File: config.mk
export PLATFORM = sky130hd
export DESIGN_NAME = input_conditioner
export DESIGN_NICKNAME = d
export VERILOG_FILES = /design/src/rtl/input_conditioner.sv
export SDC_FILE = /design/constraint.sdc
export NUM_CORES = 1
export LEC_CHECK = 0
export CAP_MARGIN = 10
export CORE_AREA = 3 3 40 42
export CTS_CLUSTER_DIAMETER = 120
export DETAILED_ROUTE_END_ITERATION = 7
export DIE_AREA = 0 0 43 45
export GPL_TIMING_DRIVEN = 0
export SLEW_MARGIN = 30
export SYNTH_ARGS = -nofsm -noshare
export SYNTH_HDL_FRONTEND = slang
export SYNTH_SLANG_ARGS = --single-unit
File: constraint.sdc
create_clock -name clk -period 1.4 [get_ports clk]
set_clock_uncertainty 0.15 [all_clocks]
set_input_delay 0.14 -clock clk [delete_from_list [all_inputs] [get_ports clk]]
set_output_delay 0.14 -clock clk [all_outputs]
set_load 0.05 [all_outputs]
File: src/rtl/input_conditioner.sv
// N-channel switch conditioner: synchroniser, debouncer, clean level and press/release pulses.
// Optional auto-repeat of press while held is built when AUTO_REPEAT_EN is defined.
module input_conditioner #(
  parameter int N               = 1,
  parameter int SYNC_STAGES     = 2,
  parameter int DEBOUNCE_CYCLES = 16,
  parameter int REPEAT_DELAY    = 32,
  parameter int REPEAT_PERIOD   = 8
) (
  input  logic         clk,
  input  logic         reset,
  input  logic [N-1:0] in,
  output logic [N-1:0] level,
  output logic [N-1:0] press,
  output logic [N-1:0] release_pulse,
  output logic         press_any
);

  localparam int CW = $clog2(DEBOUNCE_CYCLES + 1);
  localparam logic [CW-1:0] CNT_LAST = CW'(DEBOUNCE_CYCLES - 1);

  logic [N-1:0] press_nxt;
  logic [N-1:0] rel_nxt;

  for (genvar i = 0; i < N; i++) begin : g_ch
    logic [SYNC_STAGES-1:0] chain;
    logic [CW-1:0]          cnt;
    logic                   lvl_q;
    logic                   s;
    logic                   accept;

    assign s      = chain[SYNC_STAGES-1];
    assign accept = (s != lvl_q) && (cnt == CNT_LAST);

    always_ff @(posedge clk or posedge reset) begin
      if (reset) begin
        chain <= '0;
      end else begin
        chain <= {chain[SYNC_STAGES-2:0], in[i]};
      end
    end

    // Any sample agreeing with the current level restarts the count.
    always_ff @(posedge clk or posedge reset) begin
      if (reset) begin
        cnt   <= '0;
        lvl_q <= 1'b0;
      end else if (s == lvl_q) begin
        cnt <= '0;
      end else if (cnt == CNT_LAST) begin
        cnt   <= '0;
        lvl_q <= s;
      end else begin
        cnt <= cnt + 1'b1;
      end
    end

    assign level[i]   = lvl_q;
    assign rel_nxt[i] = accept && !s;

`ifdef AUTO_REPEAT_EN
    localparam int RMAX = (REPEAT_DELAY > REPEAT_PERIOD) ? REPEAT_DELAY : REPEAT_PERIOD;
    localparam int RW   = $clog2(RMAX + 1);
    localparam logic [RW-1:0] DELAY_LAST  = RW'(REPEAT_DELAY - 1);
    localparam logic [RW-1:0] PERIOD_LAST = RW'(REPEAT_PERIOD - 1);

    logic [RW-1:0] rep_cnt;
    logic          rep_phase;
    logic          rep_fire;

    // A level transition on this edge always wins over a repeat.
    assign rep_fire = lvl_q && !accept &&
                      (rep_phase ? (rep_cnt == PERIOD_LAST) : (rep_cnt == DELAY_LAST));

    always_ff @(posedge clk or posedge reset) begin
      if (reset) begin
        rep_cnt   <= '0;
        rep_phase <= 1'b0;
      end else if (!lvl_q || accept) begin
        rep_cnt   <= '0;
        rep_phase <= 1'b0;
      end else if (rep_fire) begin
        rep_cnt   <= '0;
        rep_phase <= 1'b1;
      end else begin
        rep_cnt <= rep_cnt + 1'b1;
      end
    end

    assign press_nxt[i] = (accept && s) || rep_fire;
`else
    assign press_nxt[i] = accept && s;
`endif
  end

  always_ff @(posedge clk or posedge reset) begin
    if (reset) begin
      press         <= '0;
      release_pulse <= '0;
      press_any     <= 1'b0;
    end else begin
      press         <= press_nxt;
      release_pulse <= rel_nxt;
      press_any     <= |press_nxt;
    end
  end

endmodule

======== Yosys cells after proc, flatten, opt, wreduce, memory -nomap -nowiden ========
Cells that the tools add are included.
storage, ports and cells
  memory bits (writable) .................. 0
  memories ................................ 0
  latch bits .............................. 0
  input port bits ......................... 3
  register bits after elaboration ......... 10
  word-level logic and storage cells ...... 17
  output and inout bits ................... 4
  ROM bits ................................ 0
operators by class
  multipliers ............................. 0
  shift operators ......................... 0
  order comparisons ....................... 0
  div/mod/pow operators ................... 0
  reduce and logical (&&, ||, !) cells .... 5
  bitwise gates (word level) .............. 1
  equal/unequal tests ..................... 3
  multiplexer cells ....................... 2
  $add $sub $neg .......................... 1
operators by type and width
  kind                   count
  $mux W5                2
  $add A5 B1 Y5 const B  1
  $eq A5 B4 Y1 const B   1
  $logic_and A1 B1 Y1    3
  $reduce_and A2 Y1      1
  $eq A1 B1 Y1           1
  $logic_not A1 Y1       1
  $ne A1 B1 Y1           1
  $not A1 Y1             1

======== Longest topological paths before layout ========
Gate-level depths: netlist of run 1.
  word-level depth ........................ 3
  mapped depth ............................ 4
  depth with buffers taken out ............ 4

======== Worst setup path before layout of run 1 ========
Ideal clock, no wire load.
  kind .................................... register to register
  start point ............................. reg g_ch[0].lvl_q (netlist: level)
  end point ............................... reg g_ch[0].cnt[4]
  setup slack ............................. 0.063 ns
  period minus slack after synthesis ...... 1.337 ns
  buffers on the path ..................... 0
  cell stages (with the launch flop) ...... 4
  library setup time ...................... 0.082 ns
  data arrival time ....................... 1.105 ns
  required time ........................... 1.168 ns
  cell sequence ........................... dfrtp_1 > xor2_1 > nand2_1 > a31oi_1
on the way
  longest elaborated chain between the ends .. 2
RTL lines
  item                      RTL line  RTL
  start: declaration        28        logic lvl_q;
  start signal: assignment  52        lvl_q <= s;
  $eq A1 B1 Y1              48        end else if (s == lvl_q) begin
  $mux W5                   48
  end signal: assignment    54        cnt <= cnt + 1'b1;
  end: declaration          27        logic [CW-1:0] cnt;
Every way passes these cells.
A chain may end at the register's enable or synchronous reset.

======== Worst setup path after layout of run 1 ========
  start point ............................. reg g_ch[0].cnt[0]
  end point ............................... reg g_ch[0].lvl_q (netlist: level)
on the way
  longest elaborated chain between the ends .. 2
RTL lines
  item                                RTL line  RTL
  $eq A5 B4 Y1                        50        end else if (cnt == CNT_LAST) begin
  $reduce_and A2 Y1 (no source line)  n/a
Every way passes these cells.

==> results of run 1 <==
==> critical path, stage by stage, from the launching register on <==
cell      delay [ns]
dfrtp_1         0.39
ha_2            0.24
nand4b_4        0.14
mux2_4          0.32
==> report_power, final <==
part | switching (W) | internal [W] | leakage [nW]
sequential | 0.00000990 | 0.000299 | 0.133
clock | 0.0000800 | 0.0000982 | 0.0138
combinational | 0.0000139 | 0.0000142 | 0.132
==> cell type report <==
| type | count | area (sq um) |
|---|---|---|
| multi-input combinational | 16 | 135.1 |
| buffer | 1 | 7.507 |
| clock buffer | 3 | 22.52 |
| inverter | 1 | 3.754 |
| timing repair buffer | 6 | 53.80 |
| sequential | 10 | 250.2 |
| fill | 122 | 793.3 |
| tap | 15 | 18.77 |
==> cell families (layout without fill, tap and decap cells) <==
kind of cell | Yosys count | count (layout) | synth area share (%)
flip-flops | 10 | 10 | 63.49
AND/OR/NAND/NOR | 10 | 10 | 18.41
XOR/XNOR | 3 | 3 | 6.668
buffers and inverters | 2 | 11 | 2.857
adder cells (fa/ha/maj) | 1 | 1 | 3.174
AO/OA/AOI/OAI | 1 | 1 | 1.588
multiplexers | 1 | 1 | 3.808
==> through the flow <==
step | utilization [%] | setup TNS (ns)
after floorplan | - | 0
after global placement | 36.81 | -0.2147
after detailed placement | 36.81 | -0.2918
after CTS | 38.56 | 0
after global routing | 38.27 | 0
final | 38.27 | 0
==> sequential cells by signal, summed over array words and instances, names as in the netlist <==
register,count
g_ch.chain,2
g_ch.cnt,5
press_any,1
release_pulse,1
level,1
==> worst paths after layout <==
check	startpoint	endpoint	depth (start not counted)
worst max-delay path	g_ch[0].cnt[0]$_DFF_PP0_	level$_DFFE_PP0P_	3
worst min-delay path	reset	g_ch[0].chain[1]$_DFF_PP0_	2
worst max register to register	g_ch[0].cnt[0]$_DFF_PP0_	level$_DFFE_PP0P_	3
worst min register to register	g_ch[0].chain[0]$_DFF_PP0_	g_ch[0].chain[1]$_DFF_PP0_	0
max in group asynchronous	reset	g_ch[0].cnt[2]$_DFF_PP0_	2
min in group clk	in	g_ch[0].chain[0]$_DFF_PP0_	1
==> metal layers <==
metal / part of all wire (%) / GRT usage [%] / wire (um) / up-vias
met5: 0 / 0 / 0 / -
met4: 0 / 5.422 / 0 / 0
met3: 7.4 / 4.781 / 46 / 0
met2: 57 / 14.67 / 358 / 7
met1: 35 / 7.519 / 219 / 106
li1: - / - / - / 111
==> cells in the final DEF, fill, tap and decap left out, drive strengths merged <==
cell           count
nand4b             1
clkdlybuf4s50      2
nor2               2
nor3b              2
dfrtp             10
and3               1
mux2               1
clkbuf             4
clkdlybuf4s15      1
buf                2
and2               1
xor2               3
ha                 1
a31oi              1
nand2              2
clkdlybuf4s18      1
nand3              1
inv                1
==> repair_timing <==
item	CTS	global route
setup buffers	0	0
setup endpoints to repair	4	3
resized for setup	12	3
==> run_results.csv, run 1 <==
group,metric,value,unit
sta,max_clock_freq,744.4,MHz
clock_tree,clock_latency,0.25,ns
placement,place.gp.congestion,0.6886,
floorplan,ios,7,
floorplan,start_util,30.67,%
logic_synthesis,postSynthAreaPerCell,14.08,sq um
run,maxCapViolations,0,
logic_synthesis,synth_area_leaders,"dfrtp_1 (63%), xor2_1 (6.7%), nand4b_4 (6.0%), mux2_4 (3.8%), nor3b_1 (3.8%)",
logic_synthesis,syn-instance-count,28,
critical_path,worst-setup-path-type,"flop to flop",
floorplan,die_h,45,um
logic_synthesis,ys_seq_elements,10,
placement,postPlaceCellArea,473.0,sq um
clock_tree,cts.sinks,10,
clock_tree,root_buffer,"clkbuf_4",
global_route,grt_pass1_wl,1090,um
global_route,antenna_found_initial,0,
detailed_routing,post_drt_wl_per_cell,12.02,um
status,outcome,"finished clean",
critical_path,path_max_fanout,5,
sta,hold-worst-slack,0.0008485,ns
sta,finalWorstSetupSlack,0.05656,ns
power,leakage,0.2784,nW
worst_hold_path,worstHoldPathType,"input port to asynchronous set/reset pin",
clock_tree,h-tree-depth,1,
global_route,grt_pass1_vias,268,
final_layout,area_growth,24.76,%
critical_path,cp-start-kind,"flop",
sta,setup_violations,0,
logic_synthesis,synthArstFlopShare,100.0,%
final_layout,drive_above_1_share,32.43,%
global_route,grt_max_degree,11,
critical_path,crit_required,1.39,ns
clock_tree,cts_buffer_depth,2,
logic_synthesis,yosys_warnings,0,
power,p_per_area,1048,nW/um^2
logic_synthesis,synth.distinct_cells,14,
power,power,0.0005154,W
critical_path,cp-end-kind,"flop",
logic_synthesis,synthFlopType,"dfrtp_1",
floorplan,dieArea,1935,sq um
sta,tightest_slew,0.3624,ns
clock_tree,cts_tree,"yes",
logic_synthesis,yosysMostFrequentCell,"dfrtp_1",
detailed_routing,drcViolationCount,0,
floorplan,chipWidth,43,um
placement,port_buffers,6,
final_layout,fin_nets,43,
sta,final_hold_viol_count,0,
floorplan,fp-row-count,13,
logic_synthesis,synth_fp_nets,32,
final_layout,instances_no_fill,52,
global_route,grt_use_total,8.439,%
placement,hpwl,510.7,um
critical_path,r2r_setup_slack,0.06,ns
floorplan,core-area,1285,sq um
logic_synthesis,synth_top_area_share,63.49,%
logic_synthesis,netlist_area,394.1,sq um
detailed_routing,ant_nets,0,
sta,maxSlewViolCount,0,
logic_synthesis,yosys.area.top_type,"dfrtp_1",
sta,final.min_clock_period,1.343,ns
critical_path,crit_arrival,1.33,ns
sta,rsz0062_at_grt,"no",
clock_tree,cts_hold_buf,0,
placement,dpl_worst_slack,-0.1337,ns
clock_tree,cts.clk_slew.worst_paths,0.05,ns
clock_tree,cts_buffers,3,
placement,place_inst,49,
detailed_routing,finalWirelength,625,um
logic_synthesis,synthTopCellsByCount,"dfrtp_1 (10), xor2_1 (3), nand2_1 (2), nor2_1 (2), nor3b_1 (2)",
final_layout,fin_area,491.7,sq um
detailed_routing,drt_iter0_markers,4,
final_layout,diodes,0,
sta,slew-limit-headroom,75.81,%
logic_synthesis,yosysSeqAreaShare,63.49,%
logic_synthesis,synth_edf_count,0,
detailed_routing,vias_per_cell,4.308,
detailed_routing,first_pass_iters,3,
detailed_routing,via_count,224,
sta,fin_crit_sh,95.96,%
global_route,grt_overflow,0,
power,irDropWorstVdd,0.6279,mV
Power figures use the tool's default switching activity.
==> run 2: changes to the inputs <==
- CELL_PAD_IN_SITES_DETAIL_PLACEMENT: unset -> 0
- CELL_PAD_IN_SITES_GLOBAL_PLACEMENT: unset -> 2
- CORE_AREA: 3 3 40 42 -> unset
- CORE_MARGIN: unset -> 3
- CORE_UTILIZATION: unset -> 28
- DIE_AREA: 0 0 43 45 -> unset
- PLACE_DENSITY_LB_ADDON: unset -> 0.1
==> run 2 against run 1 <==
Net effect: maximum frequency fell by 0.57%; via count rose by 4.5%; die area fell by 2.1%; count of clock-buffer cells in the layout did not move; sequential power barely moved; non-clock buffer count did not move; largest power group unchanged; highest routed layer unchanged.
==> run_results.csv, run 2 (same netlist as run 1, synthesis figures left out) <==
group,metric,value,unit
status,outcome,"finished clean",
final_layout,fin_nets,43,
sta,finalWorstSetupSlack,0.04887,ns
placement,place.gp.congestion,0.7365,
sta,rsz0062_at_grt,"no",
global_route,grt_overflow,0,
floorplan,die_h,43.52,um
floorplan,core-area,1216,sq um
critical_path,crit_path_max_incr_delay,0.49,ns
clock_tree,root_buffer,"clkbuf_4",
critical_path,crit_chain,"clkdlybuf4s15_1",
floorplan,ios,7,
detailed_routing,ant_nets,0,
clock_tree,cts.clk_slew.worst_paths,0.06,ns
detailed_routing,drcViolationCount,0,
global_route,grt_max_degree,11,
sta,maxSlewViolCount,0,
sta,final_hold_viol_count,0,
floorplan,dieArea,1894,sq um
detailed_routing,via_count,234,
clock_tree,clock_latency,0.25,ns
final_layout,regArea,250.2,sq um
detailed_routing,drt_iter0_markers,5,
floorplan,chipWidth,43.52,um
sta,max_clock_freq,740.1,MHz
power,switching_share,20.35,%
detailed_routing,finalWirelength,554,um
critical_path,crit_required,1.11,ns
critical_path,path_delay_family,"buffers and inverters",
clock_tree,cts.sinks,10,
final_layout,nFillCells,113,
detailed_routing,post_drt_wl_per_cell,10.86,um
sta,hold-worst-slack,0.004268,ns
final_layout,fin_area,488.0,sq um
run,maxCapViolations,0,
placement,dpl_worst_slack,-0.1138,ns
global_route,grt_pass1_wl,938,um
clock_tree,cts_buffer_depth,2,
power,irDropWorstVdd,0.5034,mV
power,combPwrFrac,5.4,%
final_layout,regMostFlops,"g_ch.cnt",
critical_path,path_max_fanout,1,
power,power.internal,0.0004116,W
power,seq_power_share,59.6,%
final_layout,diodes,0,
power,p_per_area,1059,nW/um^2
sta,final.min_clock_period,1.351,ns
clock_tree,cts_tree,"yes",
sta,slew-limit-headroom,68.23,%
detailed_routing,first_pass_iters,2,
power,pwr-share-clk,35.1,%
power,leakage,0.2788,nW
detailed_routing,vias_per_cell,4.588,
critical_path,critical_path.slowest_cell,"clkdlybuf4s15_1",
power,switchingPower,0.0001052,W
final_layout,reg.largest.list,"g_ch.cnt x5, g_ch.chain x2",
final_layout,multi_input_area,135.1,sq um
final_layout,largest_reg_flops,5,
critical_path,cp-start-kind,"flop",
sta,setup_violations,0,
global_route,grt_pass1_vias,236,
final_layout,drive_above_1_share,29.73,%
placement,postPlaceCellArea,471.7,sq um
clock_tree,cts_hold_buf,0,
critical_path,crit_arrival,1.06,ns
global_route,grt_use_total,7.088,%
floorplan,fp-row-count,12,
critical_path,cp-end-kind,"output port",
final_layout,area_growth,23.81,%
power,power,0.0005168,W
floorplan,start_util,32.41,%
clock_tree,cts_buffers,3,
sta,finalSetupTns,0,ns
clock_tree,h-tree-depth,1,
final_layout,layout_common_cells,"dfrtp_1 (10), xor2_1 (3), clkbuf_4 (3)",
global_route,antenna_found_initial,0,
placement,port_buffers,6,
critical_path,r2r_setup_slack,0.07,ns
placement,hpwl,453.5,um
sta,fin_crit_sh,96.51,%
critical_path,worst-setup-path-type,"flop to output port",
worst_hold_path,worstHoldPathType,"input port to asynchronous set/reset pin",
sta,tightest_slew,0.4784,ns
final_layout,layout_commonest_cell,"dfrtp_1",
critical_path,critical_path_buf_inv_count,1,
-- run 2: area by class of cell --
class	instances	share of cell area, %
buffer	1	1.538
clock buffer	3	4.615
inverter	1	0.7692
multi-input combinational	16	27.69
sequential	10	51.28
tap	14	3.590
timing repair buffer	6	10.51
-- run 2: per-layer routing --
layer | up-vias | global-route usage, % | routed length (um)
met2 | 6 | 9.145 | 254
met3 | 0 | 2.490 | 31
li1 | 113 | - | -
met1 | 115 | 8.718 | 268
met4 | 0 | 7.229 | 0
met5 | - | 0 | 0
-- run 2: through the flow --
step / cells / util [%]
2_1_floorplan: 28 / -
4_1_cts: 51 / 40.74
5_1_grt: 51 / 40.12
3_3_place_gp: 48 / 38.79
6_report: 51 / 40.12
3_5_place_dp: 48 / 38.79
-- run 2: final timing paths --
kind                                            start  depth (start not counted)                    endpoint
max                           release_pulse$_DFF_PP0_                          1               release_pulse
min                                             reset                          2  g_ch[0].chain[0]$_DFF_PP0_
max reg2reg                  g_ch[0].cnt[0]$_DFF_PP0_                          3           level$_DFFE_PP0P_
min reg2reg                g_ch[0].chain[0]$_DFF_PP0_                          0  g_ch[0].chain[1]$_DFF_PP0_
max in group asynchronous                       reset                          2    g_ch[0].cnt[4]$_DFF_PP0_
min in group clk                                   in                          1  g_ch[0].chain[0]$_DFF_PP0_
-- run 2: what timing repair did --
item | in CTS | in global routing
pin swaps | 0 | 0
endpoints found under the setup margin | 4 | 4
gates resized for setup | 9 | 5
buffers inserted | 0 | 0
-- run 2: power groups by stage --
stage	logic [W]	registers, W	clock network (W)
after floorplan	0.0000178	0.000311	0
after global placement	0.0000263	0.000312	0
after detailed placement	0.0000279	0.000313	0
after CTS	0.0000284	0.000308	0.000189
after global routing	0.0000327	0.000309	0.000203
final	0.0000278	0.000308	0.000181
==> run 3: changes to the inputs <==
- CORE_MARGIN: 3 -> unset
==> run 3 against run 2 <==
Net effect: hold slack gained 0.15 ns; clock power grew 45%; utilization shrank 1.1 points; final cell count grew 5.9%; combinational power grew 7%; maximum frequency grew 1.4%; final area grew 4.1%; sequential power is essentially flat; critical path depth grew 2; die area shrank 18%; largest cell class unchanged; via count shrank 6.0%; power grew 16%.
==> run_results.csv, run 3 (same netlist as run 1, synthesis figures left out) <==
group,metric,value,unit
sta,finalSetupTns,0,ns
clock_tree,post_cts_buffers,0,
worst_hold_path,worstHoldPathType,"input port to flop",
power,combPwrFrac,5.0,%
final_layout,diodes,0,
clock_tree,clock_latency,0.27,ns
final_layout,instances_no_fill,54,
sta,max_clock_freq,750.8,MHz
sta,tightest_slew,0.3627,ns
final_layout,regMostFlops,"g_ch.cnt",
global_route,grt_max_degree,11,
placement,port_buffers,6,
floorplan,core-area,1301,sq um
floorplan,fp-row-count,13,
floorplan,start_util,30.29,%
clock_tree,cts.sinks,10,
detailed_routing,vias_per_cell,4.074,
critical_path,path_delay_family,"flip-flops",
clock_tree,cts_buffer_depth,2,
sta,maxSlewViolCount,0,
detailed_routing,drcViolationCount,0,
floorplan,ios,7,
final_layout,layout_commonest_cell,"dfrtp_1",
power,switchingPower,0.0001262,W
critical_path,crit_path_max_incr_delay,0.38,ns
detailed_routing,via_count,220,
floorplan,dieArea,1561,sq um
final_layout,area_growth,28.89,%
power,switching_share,21.06,%
critical_path,critical_path.slowest_cell,"dfrtp_1",
floorplan,die_h,39.52,um
status,outcome,"finished clean",
sta,final.min_clock_period,1.332,ns
detailed_routing,ant_nets,0,
clock_tree,cts.clk_slew.worst_paths,0.07,ns
critical_path,critical_path_buf_inv_count,0,
detailed_routing,drt_iter0_markers,1,
placement,place_inst,49,
detailed_routing,finalWirelength,558,um
global_route,grt_overflow,0,
final_layout,layout_common_cells,"dfrtp_1 (10), xor2_1 (3), clkbuf_4 (3)",
global_route,grt_pass1_vias,218,
final_layout,largest_reg_flops,5,
placement,place.gp.congestion,0.6098,
global_route,grt_pass1_wl,966,um
sta,rsz0062_at_grt,"no",
power,pwr-share-clk,43.7,%
sta,slew-limit-headroom,75.79,%
critical_path,worst-setup-path-type,"flop to flop",
sta,fin_crit_sh,95.14,%
global_route,antenna_found_initial,0,
sta,final_hold_viol_count,0,
run,maxCapViolations,0,
clock_tree,cts_tree,"yes",
final_layout,drive_above_1_share,33.33,%
sta,setup_violations,0,
critical_path,cp-start-kind,"flop",
clock_tree,cts_buffers,3,
critical_path,crit_chain,"ha_2, nand4b_4, mux2_4",
critical_path,crit_required,1.41,ns
clock_tree,h-tree-depth,1,
critical_path,cp-end-kind,"flop",
final_layout,fin_nets,44,
power,seq_power_share,51.3,%
clock_tree,root_buffer,"clkbuf_4",
power,leakage,0.2912,nW
detailed_routing,first_pass_iters,2,
critical_path,crit_arrival,1.34,ns
detailed_routing,post_drt_wl_per_cell,10.33,um
power,power.internal,0.0004729,W
global_route,grt_use_total,10.10,%
power,p_per_area,1179,nW/um^2
power,power,0.0005991,W
placement,hpwl,384.7,um
final_layout,reg.largest.list,"g_ch.cnt x5, g_ch.chain x2",
floorplan,chipWidth,39.52,um
final_layout,utilization,39.04,%
critical_path,path_max_fanout,5,
power,irDropWorstVdd,0.5615,mV
==> run 3: worst paths after layout <==
kind,to,startpoint,slack (ns),cells past startpoint
max,level$_DFFE_PP0P_,g_ch[0].cnt[0]$_DFF_PP0_,0.07,3
min,g_ch[0].chain[0]$_DFF_PP0_,in,0.16,1
max reg2reg,level$_DFFE_PP0P_,g_ch[0].cnt[0]$_DFF_PP0_,0.07,3
min reg2reg,g_ch[0].chain[1]$_DFF_PP0_,g_ch[0].chain[0]$_DFF_PP0_,0.20,0
max in group asynchronous,g_ch[0].cnt[0]$_DFF_PP0_,reset,0.30,3
min in group asynchronous,g_ch[0].chain[0]$_DFF_PP0_,reset,0.54,3
==> run 3: area by class of cell <==
| type | count | area, sq um |
|---|---|---|
| inverters | 1 | 3.754 |
| clock buffers | 4 | 36.28 |
| well taps | 15 | 18.77 |
| fillers | 130 | 793.3 |
| plain buffers | 1 | 7.507 |
| repair buffers | 7 | 56.30 |
| flip-flops and latches | 10 | 250.2 |
| multi-input cells | 16 | 135.1 |
==> run 3: what timing repair did <==
action / CTS / global route
hold buffers: 1 / 0
hold endpoints to repair: 10 / 0
endpoints found under the setup margin: 4 / 4
resized for setup: 11 / 6
==> run 3: power groups by stage <==
| stage | registers, W | logic, W | clock network (W) |
|---|---|---|---|
| global placement | 0.000312 | 0.0000264 | 0 |
| floorplan | 0.000311 | 0.0000178 | 0 |
| global route | 0.000309 | 0.0000339 | 0.000280 |
| finish | 0.000308 | 0.0000297 | 0.000262 |
| CTS | 0.000307 | 0.0000300 | 0.000273 |
| detailed placement | 0.000313 | 0.0000275 | 0 |
==> run 3: stage by stage <==
step                cell area, sq um  hold slack [ns]  setup WS, ns
finish                         508.0           0.1565       0.06806
global route                   508.0           0.1527      0.008811
CTS                            523.0           0.1467      0.006267
detailed placement             473.0           0.1879       -0.1131
global placement               473.0           0.1886      -0.09933
floorplan                      394.1          -0.1698       0.06292
==> run 3: metal layers <==
metal | GRT usage [%] | routed length, um | up-vias
li1 | - | - | 114
met1 | 14.86 | 276 | 96
met2 | 10.25 | 236 | 8
met3 | 3.409 | 26 | 2
met4 | 10.34 | 19 | 0
met5 | 0 | 0 | -
